File: config.mk
export PLATFORM = sky130hd
export DESIGN_NAME = jt49_tdm_flat
export DESIGN_NICKNAME = d
export VERILOG_FILES = /design/src/rtl/jt49_tdm_if.sv /design/src/rtl/jt49_tdm.sv /design/src/flat_wrapper.sv
export SDC_FILE = /design/constraint.sdc
export NUM_CORES = 1
export LEC_CHECK = 0
export BUFFER_PORTS_ARGS = -buffer_cell sky130_fd_sc_hd__buf_2
export CORE_MARGIN = 8
export CORE_UTILIZATION = 45
export CTS_BUF_LIST = sky130_fd_sc_hd__clkbuf_16
export CTS_CLUSTER_SIZE = 10
export DETAILED_ROUTE_END_ITERATION = 10
export PLACE_DENSITY_LB_ADDON = 0.25
export SKIP_CTS_REPAIR_TIMING = 1
export SYNTH_ARGS = -nofsm -noshare
export SYNTH_HDL_FRONTEND = slang
export SYNTH_SLANG_ARGS = --single-unit
File: constraint.sdc
create_clock -name clk -period 7.74 [get_ports clk]
set_input_delay 1.161 -clock clk [delete_from_list [all_inputs] [get_ports clk]]
set_output_delay 1.161 -clock clk [all_outputs]
set_load 0.03 [all_outputs]
File: src/rtl/jt49_tdm_if.sv
// Register bus for jt49_tdm: write strobe/address/data in, registered read data out.
interface jt49_tdm_if;
  logic [6:0] addr;
  logic       wr;
  logic [7:0] din;
  logic [7:0] dout;

  modport master (output addr, wr, din, input dout);
  modport slave  (input addr, wr, din, output dout);
endinterface

File: src/rtl/jt49_tdm.sv
// Time-multiplexed PSG tone mixer: one channel serviced per cen, one sample per frame.
// Define JT49_TDM_NOISE_EN to build the LFSR noise generator (register 0x40).
module jt49_tdm #(
  parameter  int CH = 3,
  localparam int DW = 4 + $clog2(CH + 1)
) (
  input  logic          clk,
  input  logic          rst,
  input  logic          cen,
  jt49_tdm_if.slave     bus,
  output logic [DW-1:0] sound,
  output logic          sample_v
);

  localparam int            KW    = (CH > 1) ? $clog2(CH) : 1;
  localparam logic [KW-1:0] KLAST = KW'(CH - 1);

  logic [11:0]   period   [CH];
  logic [3:0]    vol      [CH];
  logic          noise_en [CH];
  logic          tone_dis [CH];
  logic [11:0]   cnt      [CH];
  logic          tone     [CH];
  logic [KW-1:0] k;
  logic [DW-1:0] acc;
  logic [7:0]    rd;
  logic          noise;
  logic          frame_end;

  logic [11:0]   cur_per;
  logic [11:0]   cur_cnt;
  logic [11:0]   peff;
  logic          cur_tone;
  logic [3:0]    cur_vol;
  logic          cur_ne;
  logic          cur_td;
  logic          wrap;
  logic          tone_new;
  logic [DW-1:0] contrib;

`ifdef JT49_TDM_NOISE_EN
  logic [4:0]  noise_per;
  logic [4:0]  ndiv;
  logic [16:0] lfsr;
  logic [4:0]  npeff;

  assign npeff = (noise_per == 5'd0) ? 5'd1 : noise_per;
  assign noise = lfsr[0];

  // The noise divider ticks once per frame, so noise is constant across a frame.
  always_ff @(posedge clk) begin
    if (rst) begin
      noise_per <= 5'd0;
      ndiv      <= 5'd0;
      lfsr      <= 17'h1;
    end else begin
      if (bus.wr && bus.addr == 7'h40)
        noise_per <= bus.din[4:0];
      if (frame_end) begin
        if ({1'b0, ndiv} + 6'd1 >= {1'b0, npeff}) begin
          ndiv <= 5'd0;
          lfsr <= {lfsr[0] ^ lfsr[3], lfsr[16:1]};
        end else begin
          ndiv <= ndiv + 5'd1;
        end
      end
    end
  end
`else
  assign noise = 1'b1;
`endif

  assign frame_end = cen && (k == KLAST);

  always_comb begin
    rd = 8'h00;
    for (int n = 0; n < CH; n++) begin
      if (!bus.addr[6] && bus.addr[5:2] == 4'(n)) begin
        case (bus.addr[1:0])
          2'd0:    rd = period[n][7:0];
          2'd1:    rd = {4'h0, period[n][11:8]};
          2'd2:    rd = {2'b00, tone_dis[n], noise_en[n], vol[n]};
          default: rd = 8'h00;
        endcase
      end
    end
`ifdef JT49_TDM_NOISE_EN
    if (bus.addr == 7'h40)
      rd = {3'b000, noise_per};
`endif
  end

  always_comb begin
    cur_per  = 12'd0;
    cur_cnt  = 12'd0;
    cur_tone = 1'b0;
    cur_vol  = 4'd0;
    cur_ne   = 1'b0;
    cur_td   = 1'b0;
    for (int n = 0; n < CH; n++) begin
      if (k == KW'(n)) begin
        cur_per  = period[n];
        cur_cnt  = cnt[n];
        cur_tone = tone[n];
        cur_vol  = vol[n];
        cur_ne   = noise_en[n];
        cur_td   = tone_dis[n];
      end
    end
  end

  // The >= compare also recovers a counter left above a freshly lowered period.
  assign peff     = (cur_per == 12'd0) ? 12'd1 : cur_per;
  assign wrap     = ({1'b0, cur_cnt} + 13'd1) >= {1'b0, peff};
  assign tone_new = cur_tone ^ wrap;
  assign contrib  = ((tone_new | cur_td) & (noise | ~cur_ne)) ? DW'(cur_vol) : '0;

  always_ff @(posedge clk) begin
    if (rst) begin
      for (int n = 0; n < CH; n++) begin
        period[n]   <= 12'd0;
        vol[n]      <= 4'd0;
        noise_en[n] <= 1'b0;
        tone_dis[n] <= 1'b0;
        cnt[n]      <= 12'd0;
        tone[n]     <= 1'b0;
      end
      k        <= '0;
      acc      <= '0;
      sound    <= '0;
      sample_v <= 1'b0;
      bus.dout <= 8'h00;
    end else begin
      bus.dout <= rd;
      sample_v <= 1'b0;
      if (bus.wr) begin
        for (int n = 0; n < CH; n++) begin
          if (!bus.addr[6] && bus.addr[5:2] == 4'(n)) begin
            case (bus.addr[1:0])
              2'd0: period[n][7:0]  <= bus.din;
              2'd1: period[n][11:8] <= bus.din[3:0];
              2'd2: begin
                vol[n]      <= bus.din[3:0];
                noise_en[n] <= bus.din[4];
                tone_dis[n] <= bus.din[5];
              end
              default: ;
            endcase
          end
        end
      end
      if (cen) begin
        for (int n = 0; n < CH; n++) begin
          if (k == KW'(n)) begin
            cnt[n]  <= wrap ? 12'd0 : cur_cnt + 12'd1;
            tone[n] <= tone_new;
          end
        end
        if (k == KLAST) begin
          sound    <= acc + contrib;
          acc      <= '0;
          sample_v <= 1'b1;
          k        <= '0;
        end else begin
          acc <= acc + contrib;
          k   <= k + KW'(1);
        end
      end
    end
  end

endmodule

File: src/flat_wrapper.sv
// flat-port wrapper written by rule: the top's interface ports become plain ports
module jt49_tdm_flat 
#(
  parameter  int CH = 3,
  localparam int DW = 4 + $clog2(CH + 1)
)
  (clk, rst, cen, sound, sample_v, bus_addr, bus_wr, bus_din, bus_dout);
  jt49_tdm_if bus_i ();
  input  logic clk;
  input  logic rst;
  input  logic cen;
  output logic [DW-1:0] sound;
  output logic sample_v;
  input wire logic [$bits(bus_i.addr)-1:0] bus_addr;
  input wire logic [$bits(bus_i.wr)-1:0] bus_wr;
  input wire logic [$bits(bus_i.din)-1:0] bus_din;
  output wire logic [$bits(bus_i.dout)-1:0] bus_dout;
  assign bus_i.addr = bus_addr;
  assign bus_i.wr = bus_wr;
  assign bus_i.din = bus_din;
  assign bus_dout = bus_i.dout;
  jt49_tdm #(.CH(CH)) u_core (.clk(clk), .rst(rst), .cen(cen), .bus(bus_i), .sound(sound), .sample_v(sample_v));
endmodule
==> impl_metrics.env <==
export IMPL_outcome="finished, final reports clean"
export IMPL_dp_cells=665
export IMPL_tightestPinTransition_ns=1.11
export IMPL_clkSinkCount=116
export IMPL_synth_simple_area_share_pct=13.2
export IMPL_cts_max_path_buffers=2
export IMPL_slew_viol_final=0
export IMPL_ios=34
export IMPL_synth_edff_count=93
export IMPL_hp_class="reg -> reg"
export IMPL_seq_area_frac_synth_pct=56.4
export IMPL_first_iter_violations=294
export IMPL_synth_compound_gate_area_share_pct=12.6
export IMPL_crit_path_end_kind="flip-flop"
export IMPL_maxCapViolCount=0
export IMPL_die_x_um=129
export IMPL_ant_nets=0
export IMPL_netlist_area_um2=5770
export IMPL_final_nets=549
export IMPL_antenna_found_initial=0
export IMPL_post_synth_top_count_cell="edfxtp_1"
export IMPL_fmax_mhz=177
export IMPL_drc=0
export IMPL_wl_mm=12.8
export IMPL_synthMuxAreaShare_pct=8.84
export IMPL_rows=41
export IMPL_min_period_ns=5.65
export IMPL_gp_congestion=0.832
export IMPL_drive_gt1_share_pct=16.2
export IMPL_synthDistinctLibCells=52
export IMPL_fill_cells=1094
export IMPL_dieHeight_um=129
export IMPL_dr_pass1_iters=7
export IMPL_root_buffer="clkbuf_16"
export IMPL_hpwl_mm=9.12
export IMPL_synth_seq_cells=116
export IMPL_fp_coreArea_um2=12600
export IMPL_via_per_inst=5.56
export IMPL_io_buffers=33
export IMPL_synthDominantCellAreaShare_pct=48.4
export IMPL_holdPathStages=2
export IMPL_synth_top_family_by_area="simple AND/OR/NAND/NOR gates"
export IMPL_p_per_area_nw_per_um2=262
export IMPL_finClkSkew_ns=0.00720
export IMPL_htree_num_levels=4
export IMPL_synth_common_cells="edfxtp_1 (93), nor2_1 (49), a21oi_1 (42), mux2i_1 (42)"
export IMPL_synth_area_leaders="edfxtp_1 (48%), dfxtp_1 (8.0%), mux2i_1 (7.3%), ha_1 (3.7%), a21oi_1 (3.6%)"
export IMPL_first_global_vias=4011
export IMPL_synth_xor_area_share_pct=2.12
export IMPL_area_delta_synth_final_pct=15.2
export IMPL_cts_buffers=17
export IMPL_worstSetupStartpointType="flip-flop"
export IMPL_crit_arrival_ns=5.99
export IMPL_die_area_um2=16700
export IMPL_timing_slew_headroom_pct=25.1
export IMPL_n_antenna_cell=0
export IMPL_ys_async_sr_fraction_pct=0
export IMPL_fin_cells=697
export IMPL_path_class="reg -> reg"
export IMPL_synth_fp_nets=520
export IMPL_ys_flop_type="edfxtp_1"
export IMPL_yosys_warnings=0
export IMPL_finalHoldViolCount=0
export IMPL_postSynthCellCount=483
export IMPL_start_util_pct=45.9
export IMPL_yosys_area_top_type="edfxtp_1"
export IMPL_r2r_cells=22
export IMPL_vias=3874
export IMPL_syn_area_per_cell_um2=12.0
export IMPL_gr_usage_all_layers_pct=16.2
export IMPL_grt_ovfl_total=0
export IMPL_wl_per_cell_um=18.3
export IMPL_yosys_area_share_adder_pct=4.03
export IMPL_fin_tns_setup_ns=0
export IMPL_peakVddDrop_v=0.000262
export IMPL_cts_tree="built"
export IMPL_p_leak_nw=2.53
export IMPL_required_ns=8.08
export IMPL_insertion_delay_ns=0.41
export IMPL_grt_max_degree=38
export IMPL_rsz0062_at_grt="false"
export IMPL_min_period_over_period_pct=73.0
export IMPL_path_clk_slew_ns=0.05
export IMPL_setup_violations=0
export IMPL_cp_max_fo=31
export IMPL_grt_pass1_wl_mm=20.5
## cells in the final DEF (no fill, tap or decap), types with 3 or more instances in the layout
cell and count:
nand3_1 13, o31ai_1 3, buf_4 3, inv_1 13
xor2_1 7, edfxtp_1 93, a31oi_1 3, buf_2 33
o2bb2ai_2 5, a21o_1 4, ha_1 17, o2bb2ai_1 6
nor2_1 49, a211o_1 4, and2_1 18, nand2_1 23
nand4_1 5, mux2i_1 42, xnor2_1 7, mux2_2 8
o31a_1 4, a211oi_1 5, o21ai_0 7, a21oi_1 42
clkbuf_16 17, clkinv_2 5, bufinv_16 4, nor3_1 7
nor2b_1 6, a22o_1 5, nor4_1 4, clkinv_1 3
dfxtp_1 22, and4_1 9
## area by class of cell
type / instances / area (um^2) / share of cell area [%]
clock inverter: 15 / 173 / 2.60
tap: 172 / 215 / 3.23
inverter: 11 / 41.3 / 0.621
multi-input combinational: 330 / 2360 / 35.4
timing repair buffer: 36 / 188 / 2.82
sequential: 116 / 3250 / 48.9
clock buffer: 17 / 425 / 6.39
## power breakdown
| group | leakage, nW | switching (mW) | internal, mW |
|---|---|---|---|
| Clock | 0.309 | 0.260 | 0.528 |
| Combinational | 1.11 | 0.136 | 0.0823 |
| Sequential | 1.11 | 0.0196 | 0.718 |
| Total | 2.53 | 0.416 | 1.33 |
## sequential cells by signal (all words and copies together), names as in the netlist, 6 cells and up
signal	cells
u_core.cnt	36
u_core.sound	6
u_core.vol	12
u_core.bus.dout	8
u_core.acc	6
u_core.period	36
## layer usage
metal | GRT usage (%) | vias to the layer above | wire length (um)
li1 | - | 1879 | -
met1 | 19.6 | 1858 | 5810
met2 | 26.1 | 110 | 6090
met3 | 4.56 | 27 | 542
met4 | 8.15 | 0 | 313
met5 | 0 | - | 0
## worst max-delay path, cell delays in order (launching register included)
cell and delay (ns):
dfxtp_2 0.44, buf_4 0.32, nor2b_4 0.71, o2bb2ai_1 0.23, ha_1 0.25, nand4_1 0.19, nor3_1 0.23, xor2_1 0.21
ha_1 0.27, o21a_1 0.13, o211ai_1 0.21, a211oi_1 0.08, nor4_1 0.27, buf_4 0.22, a21oi_2 0.09, o31a_1 0.26
ha_1 0.21, fa_1 0.42, a21o_1 0.18, a21oi_1 0.19, xnor2_1 0.17, nand3_1 0.10, a21oi_1 0.15
## logic make-up (layout without fill, tap and decap cells)
kind of cell	Yosys count	after routing
multiplexers	50	50
buffers and inverters	37	79
flip-flops	116	116
AO/OA/AOI/OAI	101	101
XOR/XNOR	14	14
AND/OR/NAND/NOR	147	147
adder cells (fa/ha/maj)	18	18
## final timing paths
path	startpoint	to	slack, ns
hold / removal	u_core.sound[5]	u_core.sound[5]	0.45
setup / recovery	u_core.k[1]	u_core.acc[4]	2.09
hold reg to reg	u_core.sound[5]	u_core.sound[5]	0.45
setup reg to reg	u_core.k[1]	u_core.acc[4]	2.09
## metrics by stage
stage / instance area [um^2] / utilization, % / power, mW / setup WS [ns] / hold slack, ns
after floorplan: 5770 / - / 0.905 / 3.29 / 0.445
after global placement: 6050 / 48.2 / 0.958 / 2.40 / 0.452
after detailed placement: 6050 / 48.2 / 0.965 / 2.16 / 0.443
after CTS: 6650 / 52.9 / 1.75 / 2.13 / 0.456
after global routing: 6650 / 52.9 / 1.81 / 1.70 / 0.489
final: 6650 / 52.9 / 1.74 / 2.09 / 0.452
Note: power is estimated with default switching activity, not from simulation.
